### src/rtl/aes_pkg.sv
// Shared AES definitions: front-end FSM states, word/block geometry and the
// key-expansion round constants.
package aes_pkg;

  localparam int unsigned WORD_W    = 32;
  localparam int unsigned BLK_WORDS = 4;
  localparam int unsigned BLK_W     = WORD_W * BLK_WORDS;

  typedef enum logic [1:0] {
    S_LOAD,
    S_WAIT,
    S_EMIT
  } state_e;

  localparam logic [7:0] RCON [10] = '{
    8'h01, 8'h02, 8'h04, 8'h08, 8'h10, 8'h20, 8'h40, 8'h80, 8'h1b, 8'h36
  };

  function automatic logic [7:0] aes_rcon(input int unsigned round);
    return RCON[round];
  endfunction

endpackage

### src/rtl/aes_word_serializer.sv
// Holds the captured cipher result and streams it out as four 32-bit words,
// most significant word first, over a valid/ready handshake.
module aes_word_serializer
  import aes_pkg::*;
(
  input  logic              clk,
  input  logic              rst,
  input  logic              load_i,
  input  logic [BLK_W-1:0]  data_i,
  input  logic              out_ready_i,
  output logic              out_valid_o,
  output logic [WORD_W-1:0] out_data_o,
  output logic              done_o
);

  logic [BLK_W-1:0]  res_q;
  logic [1:0]        out_cnt_q;
  logic              valid_q;
  logic              fire;
  logic              last;
  logic [WORD_W-1:0] word;

  assign fire   = valid_q && out_ready_i;
  assign last   = (out_cnt_q == 2'(BLK_WORDS - 1));
  assign done_o = fire && last;

  always_ff @(posedge clk or posedge rst) begin
    if (rst) begin
      res_q     <= '0;
      out_cnt_q <= '0;
      valid_q   <= 1'b0;
    end else if (load_i) begin
      res_q     <= data_i;
      out_cnt_q <= '0;
      valid_q   <= 1'b1;
    end else if (fire) begin
      out_cnt_q <= out_cnt_q + 2'd1;
      if (last) valid_q <= 1'b0;
    end
  end

  always_comb begin
    word = '0;
    case (out_cnt_q)
      2'd0:    word = res_q[127:96];
      2'd1:    word = res_q[95:64];
      2'd2:    word = res_q[63:32];
      default: word = res_q[31:0];
    endcase
  end

  // Index holds during a stall, so the word stays stable until accepted.
  assign out_valid_o = valid_q;
  assign out_data_o  = valid_q ? word : '0;

endmodule

### src/rtl/aes_stream_frontend.sv
// Word-stream front end for the combinational AES stage: loads key and
// plaintext words, holds the block for CIPHER_LAT cycles, then streams the result.
module aes_stream_frontend
  import aes_pkg::*;
#(
  parameter int unsigned NK         = 4,
  parameter int unsigned CIPHER_LAT = 1
) (
  input  logic                 clk,
  input  logic                 rst,
  input  logic                 key_wr,
  input  logic [WORD_W-1:0]    key_word,
  output logic                 key_drop,
  input  logic                 in_valid,
  output logic                 in_ready,
  input  logic [WORD_W-1:0]    in_data,
  output logic                 out_valid,
  input  logic                 out_ready,
  output logic [WORD_W-1:0]    out_data,
  output logic [BLK_W-1:0]     cipher_in,
  output logic [NK*WORD_W-1:0] cipher_key,
  input  logic [BLK_W-1:0]     cipher_out,
  output logic                 busy
);

  localparam int unsigned KEY_W = NK * WORD_W;
  localparam int unsigned KCW   = $clog2(NK);

  state_e            state_q, state_d;
  logic [KEY_W-1:0]  key_reg_q, key_reg_d;
  logic [KCW-1:0]    key_cnt_q, key_cnt_d;
  logic              key_ok_q, key_ok_d;
  logic [BLK_W-1:0]  blk_q, blk_d;
  logic [1:0]        word_cnt_q, word_cnt_d;
  logic [3:0]        wait_cnt_q, wait_cnt_d;
  logic              key_drop_q, key_drop_d;
  logic              in_fire;
  logic              ser_load;
  logic              ser_done;

  // Key writes win over plaintext in the same cycle.
  assign in_ready = (state_q == S_LOAD) && key_ok_q && !key_wr;
  assign in_fire  = in_valid && in_ready;

  always_ff @(posedge clk or posedge rst) begin
    if (rst) begin
      state_q    <= S_LOAD;
      key_reg_q  <= '0;
      key_cnt_q  <= '0;
      key_ok_q   <= 1'b0;
      blk_q      <= '0;
      word_cnt_q <= '0;
      wait_cnt_q <= '0;
      key_drop_q <= 1'b0;
    end else begin
      state_q    <= state_d;
      key_reg_q  <= key_reg_d;
      key_cnt_q  <= key_cnt_d;
      key_ok_q   <= key_ok_d;
      blk_q      <= blk_d;
      word_cnt_q <= word_cnt_d;
      wait_cnt_q <= wait_cnt_d;
      key_drop_q <= key_drop_d;
    end
  end

  always_comb begin
    state_d    = state_q;
    key_reg_d  = key_reg_q;
    key_cnt_d  = key_cnt_q;
    key_ok_d   = key_ok_q;
    blk_d      = blk_q;
    word_cnt_d = word_cnt_q;
    wait_cnt_d = wait_cnt_q;
    key_drop_d = 1'b0;
    ser_load   = 1'b0;

    if (key_wr) begin
      if (state_q == S_LOAD) begin
        key_reg_d = {key_reg_q[KEY_W-WORD_W-1:0], key_word};
        if (key_cnt_q == KCW'(NK - 1)) begin
          key_cnt_d = '0;
          key_ok_d  = 1'b1;
        end else begin
          key_cnt_d = key_cnt_q + 1'b1;
        end
      end else begin
        key_drop_d = 1'b1;
      end
    end

    case (state_q)
      S_LOAD: begin
        if (in_fire) begin
          blk_d      = {blk_q[BLK_W-WORD_W-1:0], in_data};
          word_cnt_d = word_cnt_q + 2'd1;
          if (word_cnt_q == 2'(BLK_WORDS - 1)) begin
            state_d    = S_WAIT;
            wait_cnt_d = 4'(CIPHER_LAT - 1);
          end
        end
      end
      S_WAIT: begin
        // Block has been stable CIPHER_LAT cycles when the count reaches zero.
        if (wait_cnt_q == 4'd0) begin
          ser_load = 1'b1;
          state_d  = S_EMIT;
        end else begin
          wait_cnt_d = wait_cnt_q - 4'd1;
        end
      end
      S_EMIT: begin
        if (ser_done) state_d = S_LOAD;
      end
      default: state_d = S_LOAD;
    endcase
  end

  aes_word_serializer u_ser (
    .clk         (clk),
    .rst         (rst),
    .load_i      (ser_load),
    .data_i      (cipher_out),
    .out_ready_i (out_ready),
    .out_valid_o (out_valid),
    .out_data_o  (out_data),
    .done_o      (ser_done)
  );

  assign cipher_in  = blk_q;
  assign cipher_key = key_reg_q;
  assign key_drop   = key_drop_q;
  assign busy       = (state_q != S_LOAD);

endmodule

### config.mk
export PLATFORM = sky130hd
export DESIGN_NAME = aes_stream_frontend
export DESIGN_NICKNAME = d
export VERILOG_FILES = /design/src/rtl/aes_pkg.sv /design/src/rtl/aes_word_serializer.sv /design/src/rtl/aes_stream_frontend.sv
export SDC_FILE = /design/constraint.sdc
export NUM_CORES = 1
export LEC_CHECK = 0
export CORE_ASPECT_RATIO = 0.6
export CORE_MARGIN = 2
export CORE_UTILIZATION = 51
export DETAILED_ROUTE_END_ITERATION = 12
export GPL_TIMING_DRIVEN = 0
export PLACE_DENSITY_LB_ADDON = 0.25
export SYNTH_ARGS = -nofsm -noshare
export SYNTH_HDL_FRONTEND = slang
export SYNTH_SLANG_ARGS = --single-unit
### constraint.sdc
create_clock -name clk -period 37.5 [get_ports clk]
set_input_delay 5.625 -clock clk [delete_from_list [all_inputs] [get_ports clk]]
set_output_delay 5.625 -clock clk [all_outputs]
set_load 0.03 [all_outputs]
==> flow_summary.toml, run 1 <==
[job]
cap_violations = 0

[global_routing]
grt_util_all_layers_pct = 28.2
grt_pass1_wl_mm = 70.3
antenna_found_initial = 13
use_met3_pct = 8.68
grtUsageMet2_pct = 43.7
globalRoute.totalOverflow = 0
grt_max_degree = 133
grt_pass1_vias = 11394
busiest_layer = "met2"
met1_usage_pct = 38.1

[worst_setup_path]
arrival_ns = 7.14
endpoint_kind = "primary output"
critPathKind = "in2out"
crit_start = "key_wr"
cp_max_fo = 3
worstPathRequired_ns = 31.87
r2r_start = "wait_cnt_q[0]$_DFFE_PP0P_"
start_kind = "primary input"

[timing]
finalCritPeriodShare_pct = 34.0
fin_skew_ns = 0.0144
slew_violations = 0
finalSetupViolCount = 0
tightest_slew_ns = 0.719
fmax_ghz = 0.0784
relSlewSlack_pct = 52.1
layout_min_cycle_time_ns = 12.76
hold_viol = 0
fin_ws_ns = 24.74
grt_setup_unrepaired = "no"
setup_tns_ns = 0

[cts]
hold_buffers = 0
cts_buffers = 39
clock_path_buffers = 3
h-tree-depth = 2
cts_tree = "done"
postCtsSetupRepairBufs = 0
cts_root_buffer = "clkbuf_16"
clk_pin_slew_ns = 0.06
clk-insertion-delay-late_ns = 0.52
cts_resized = 0
cts.sinks = 399

[synth]
synthAdderAreaFrac_pct = 0.543
synth-seq-cells = 399
syn_nets = 1235
synth-simple-area-share_pct = 2.97
yosysTopAreaCellShare_pct = 61.9
netlist_instances = 1031
seq_area_frac_synth_pct = 61.9
synthesis.area_um2 = 16100
synth_cell_types = 30
avgSynthCellArea_um2 = 15.6
synth_top_family_by_area = "multiplexers"
synth-compound-area-share_pct = 3.34
synth-xor-area-share_pct = 0.109
synth_warnings = 0
synth.area.top_cells = "dfrtp_1 (62%), mux2_2 (21%), mux2_4 (7.1%)"
synth_area_leader_cell = "dfrtp_1"
synthMuxAreaShare_pct = 28.8

[routing]
drt_iter0_markers = 726
post-route-drc-count = 0
drt-vias-per-instance = 5.36
drt_pass1_iterations = 6
via_count = 10814
wirelength_mm = 47.2
ant_nets = 0
wl_per_cell_um = 23.4

[hold_path]
hold_class = "reg2reg"
min_from = "key_ok_q$_DFFE_PP0P_"

[power]
swShare_pct = 39.5
seq_power_share_pct = 33.8
powerDensity_nw_per_um2 = 104
pwr-share-comb_pct = 49.7
pwr-share-clk_pct = 16.5
leakage_nw = 9.86
ir_drop_v = 0.0000771
switching_power_uw = 943
p_int_mw = 1.45

[place]
place_inst = 1938
dp_hpwl_mm = 34.7
portBuffers = 488
gp_congestion = 0.852
dp_slack_ns = 24.72

[cells_and_area]
final_common_cell = "clkdlybuf4s50_1"
drive_gt1_share_pct = 30.5
area_delta_synth_final_pct = 42.2
final_cell_mix = "clkdlybuf4s50_1 (488), dfrtp_1 (399), mux2_2 (303)"
nNetsFinal = 1767
finalNonFillerCells = 2019

[die]
rows = 50
dieArea_um2 = 33100
num_io_pins = 489
die_w_um = 234
fp.coreArea_um2 = 31200
start_util_pct = 51.7
die_h_um = 142

[outcome]
status = "completed"
worst max-delay path, stage by stage:
cell and delay (ns):
clkdlybuf4s50_1 0.47, nor4b_4 0.28, clkdlybuf4s50_1 0.77
state kept, by name, indices dropped and copies added, names as in the netlist:
signal	cells
word_cnt_q	2
state_q	2
key_cnt_q	2
key_ok_q	1
wait_cnt_q	4
cipher_key	128
u_ser.res_q	128
u_ser.out_valid_o	1
cipher_in	128
key_drop	1
u_ser.out_cnt_q	2
cell families (layout without fill, tap and decap cells):
logic type,count (synthesis),in the layout
xor+xnor,2,2
compound gates,74,74
fa+ha+maj,7,7
mux,387,387
other cells,0,12
flops,399,399
simple gates,91,91
buf+inv,71,631
synthesized netlist by cell type (all sizes together):
master  count
a21boi      1
a21o        1
a222oi     32
a31oi       1
and2       34
buf        43
clkbuf     21
dfrtp     399
ha          7
inv         7
mux2      387
nand2      40
nand2b      1
nand3       4
nand3b      1
nand4b      1
nor2        4
nor2b       2
nor3        1
nor4b       1
o21ai      38
o22ai       1
or2         1
or3b        1
xnor2       2
power groups by stage:
stage	clock network [mW]	logic, mW	registers (mW)
global route	0.420	1.24	0.833
finish	0.395	1.19	0.807
CTS	0.401	1.19	0.804
detailed placement	0	1.19	0.807
floorplan	0	0.435	1.06
global placement	0	1.17	0.793
stage by stage:
stage                     utilization [%]  total power [mW]  hold slack [ns]  area (um2)
final                                73.6              2.39            0.471       22900
after global routing                 73.5              2.49            0.502       22900
after CTS                            73.5              2.40            0.480       22900
after detailed placement             69.4              1.99            0.469       21600
after global placement               69.1              1.96            0.443       21500
after floorplan                         -              1.49            0.429       16100
routing by layer:
metal | up-vias | wire [um]
met5 | - | 27
met4 | 4 | 1260
met3 | 89 | 3770
met2 | 376 | 22100
met1 | 5572 | 20000
li1 | 4773 | -
final cells by class:
cell class | instances | area [um2]
Fill cell | 2040 | 8240
Clock buffer | 56 | 1140
Tap cell | 416 | 520
Clock inverter | 13 | 131
Sequential cell | 399 | 9980
Inverter | 7 | 33.8
Buffer | 64 | 345
Multi-Input combinational cell | 561 | 5770
Antenna cell | 12 | 30.0
Timing Repair Buffer | 491 | 4970
final timing paths:
| check | endpoint | slack [ns] | cells past startpoint |
|---|---|---|---|
| max reg2reg | u_ser.res_q[6]$_DFFE_PP0P_ | 35.24 | 8 |
| max in group asynchronous | u_ser.res_q[6]$_DFFE_PP0P_ | 29.94 | 5 |
| min reg2reg | key_ok_q$_DFFE_PP0P_ | 0.47 | 1 |
| max | in_ready | 24.74 | 3 |
| min in group asynchronous | cipher_in[123]$_DFFE_PP0P_ | 5.53 | 2 |
| min | key_ok_q$_DFFE_PP0P_ | 0.47 | 1 |
(Power assumes the default switching activity.)
==> run 2, diff against run 1 <==
--- a/config.mk
+++ b/config.mk
@@ -7,7 +7,7 @@
 export LEC_CHECK = 0
 export CORE_ASPECT_RATIO = 0.6
 export CORE_MARGIN = 2
-export CORE_UTILIZATION = 51
+export CORE_UTILIZATION = 43
 export DETAILED_ROUTE_END_ITERATION = 12
 export GPL_TIMING_DRIVEN = 0
 export PLACE_DENSITY_LB_ADDON = 0.25
==> constraint.sdc (replaced) <==
create_clock -name clk -period 11.64 [get_ports clk]
set_input_delay 1.746 -clock clk [delete_from_list [all_inputs] [get_ports clk]]
set_output_delay 1.746 -clock clk [all_outputs]
set_load 0.03 [all_outputs]
==> run 2 against run 1 <==
  * Clock skew rose by 0.014 ns
  * Hold slack improved by 0.0042 ns
  * Sequential power grew to 3.2 times the previous value
  * First-iteration DRC count increased by 6.2%
  * Largest power group unchanged
  * Critical endpoint is now out_data[21]
  * Total power grew to 3.3 times the previous value
  * Highest routed layer unchanged
  * Final area up 1.7%
  * Cell count grew 4.6%
  * Die area up 18%
  * Sequential share of layout area down 0.73 points
==> flow_summary.toml, run 2 (synthesis results as in run 1) <==
[cts]
postCtsSetupRepairBufs = 0
clk_pin_slew_ns = 0.07
hold_buffers = 0
cts_root_buffer = "clkbuf_16"
cts_resized = 0
cts_tree = "done"
h-tree-depth = 2
clock_path_buffers = 3
cts.sinks = 399
clk-insertion-delay-late_ns = 0.55
cts_buffers = 40

[die]
die_w_um = 254
rows = 54
num_io_pins = 489
fp.coreArea_um2 = 36600
die_h_um = 154
dieArea_um2 = 39100
start_util_pct = 44.0

[job]
cap_violations = 0

[worst_setup_path]
endpoint_kind = "primary output"
cp_max_fo = 10
worstPathRequired_ns = 9.89
start_kind = "flip-flop"
arrival_ns = 3.35
critPathKind = "reg2out"

[timing]
setup_tns_ns = 0
fmax_ghz = 0.196
finalCritPeriodShare_pct = 43.8
fin_skew_ns = 0.0284
slew_violations = 0
hold_viol = 0
relSlewSlack_pct = 45.8
tightest_slew_ns = 0.813
finalSetupViolCount = 0
layout_min_cycle_time_ns = 5.10
grt_setup_unrepaired = "no"

[routing]
via_count = 10752
ant_nets = 0
wirelength_mm = 48.0
drt_iter0_markers = 771
drt_pass1_iterations = 8
post-route-drc-count = 0
drt-vias-per-instance = 5.09
wl_per_cell_um = 22.7

[cells_and_area]
area_delta_synth_final_pct = 44.6
post-route-util_pct = 63.6
nNetsFinal = 1775
drive_gt1_share_pct = 31.1
final_common_cell = "clkdlybuf4s50_1"
final_cell_mix = "clkdlybuf4s50_1 (488), dfrtp_1 (399), mux2_2 (303)"

[power]
power_mw = 7.83
ir_drop_v = 0.000213
swShare_pct = 38.9
pwr-share-clk_pct = 18.0
powerDensity_nw_per_um2 = 336
leakage_nw = 10.0
pwr-share-comb_pct = 48.9
seq_power_share_pct = 33.2
p_int_mw = 4.78
switching_power_mw = 3.04

[place]
portBuffers = 488
gp_congestion = 0.855
dp_hpwl_mm = 35.6

[global_routing]
grt_max_degree = 42
grt_util_all_layers_pct = 24.6
grt_pass1_wl_mm = 72.4
antenna_found_initial = 7
grt_pass1_vias = 11571
globalRoute.totalOverflow = 0

[outcome]
status = "completed"

[hold_path]
hold_class = "reg2reg"
==> run 2: changes by cell type in the layout (fill, tap and decap cells not counted), moves of 2 or more <==
| cell | previous run | this run |
|---|---|---|
| clkbuf_16 | 39 | 42 |
| clkbuf_8 | 10 | 12 |
| bufinv_16 | 2 | 5 |
| diode_2 | 12 | 5 |
| inv_6 | 2 | 0 |
| buf_12 | 0 | 10 |
| buf_16 | 3 | 0 |
==> run 2: layout make-up <==
cell class / instances / area, um2
Antenna cell: 5 / 12.5
Buffer: 64 / 345
Inverter: 7 / 30.0
Clock buffer: 60 / 1240
Timing Repair Buffer: 498 / 5080
Clock inverter: 14 / 215
Fill cell: 2773 / 13300
Tap cell: 504 / 631
Multi-Input combinational cell: 561 / 5770
Sequential cell: 399 / 9980
==> run 2: worst max-delay path, stage by stage (launching register included) <==
cell and delay, ns:
dfrtp_1 0.43, inv_1 0.10, ha_1 0.26, clkbuf_1 0.63
a222oi_1 0.24, o21ai_0 0.26, and2_1 0.16, clkdlybuf4s50_1 0.73
==> run 2: final timing paths <==
path | start | endpoint | slack [ns] | cells after the start
setup / recovery | u_ser.out_cnt_q[1]$_DFFE_PP0P_ | out_data[21] | 6.54 | 7
hold / removal | key_ok_q$_DFFE_PP0P_ | key_ok_q$_DFFE_PP0P_ | 0.48 | 1
setup reg to reg | wait_cnt_q[0]$_DFFE_PP0P_ | u_ser.res_q[9]$_DFFE_PP0P_ | 9.35 | 8
hold reg to reg | key_ok_q$_DFFE_PP0P_ | key_ok_q$_DFFE_PP0P_ | 0.48 | 1
max in group asynchronous | rst | u_ser.res_q[6]$_DFFE_PP0P_ | 8.28 | 7
min in group asynchronous | rst | cipher_key[24]$_DFFE_PP0N_ | 1.65 | 2
==> run 2: power groups by stage <==
| stage | sequential (mW) | clock [mW] | combinational (mW) |
|---|---|---|---|
| after floorplan | 3.40 | 0 | 1.40 |
| after global placement | 2.56 | 0 | 3.78 |
| after detailed placement | 2.60 | 0 | 3.83 |
| after CTS | 2.59 | 1.44 | 3.86 |
| after global routing | 2.69 | 1.50 | 4.01 |
| final | 2.59 | 1.41 | 3.83 |
==> run 2: metal layers <==
metal / global-route usage, % / up-vias / wire length [um]
met1: 33.2 / 5549 / 20700
li1: - / 4797 / -
met2: 39.5 / 329 / 23200
met4: 7.20 / 2 / 1200
met3: 5.82 / 75 / 2920
met5: 0 / - / 13
==> run 2: through the flow <==
stage	worst slack [ns]	cell area [um2]	cells	hold WS (ns)
final	6.54	23300	2112	0.475
after global routing	6.35	23300	2112	0.498
after CTS	6.51	23300	2107	0.473
after detailed placement	6.56	21800	2033	0.451
after global placement	1.83	21600	2023	0.442
after floorplan	4.52	16100	1031	0.429
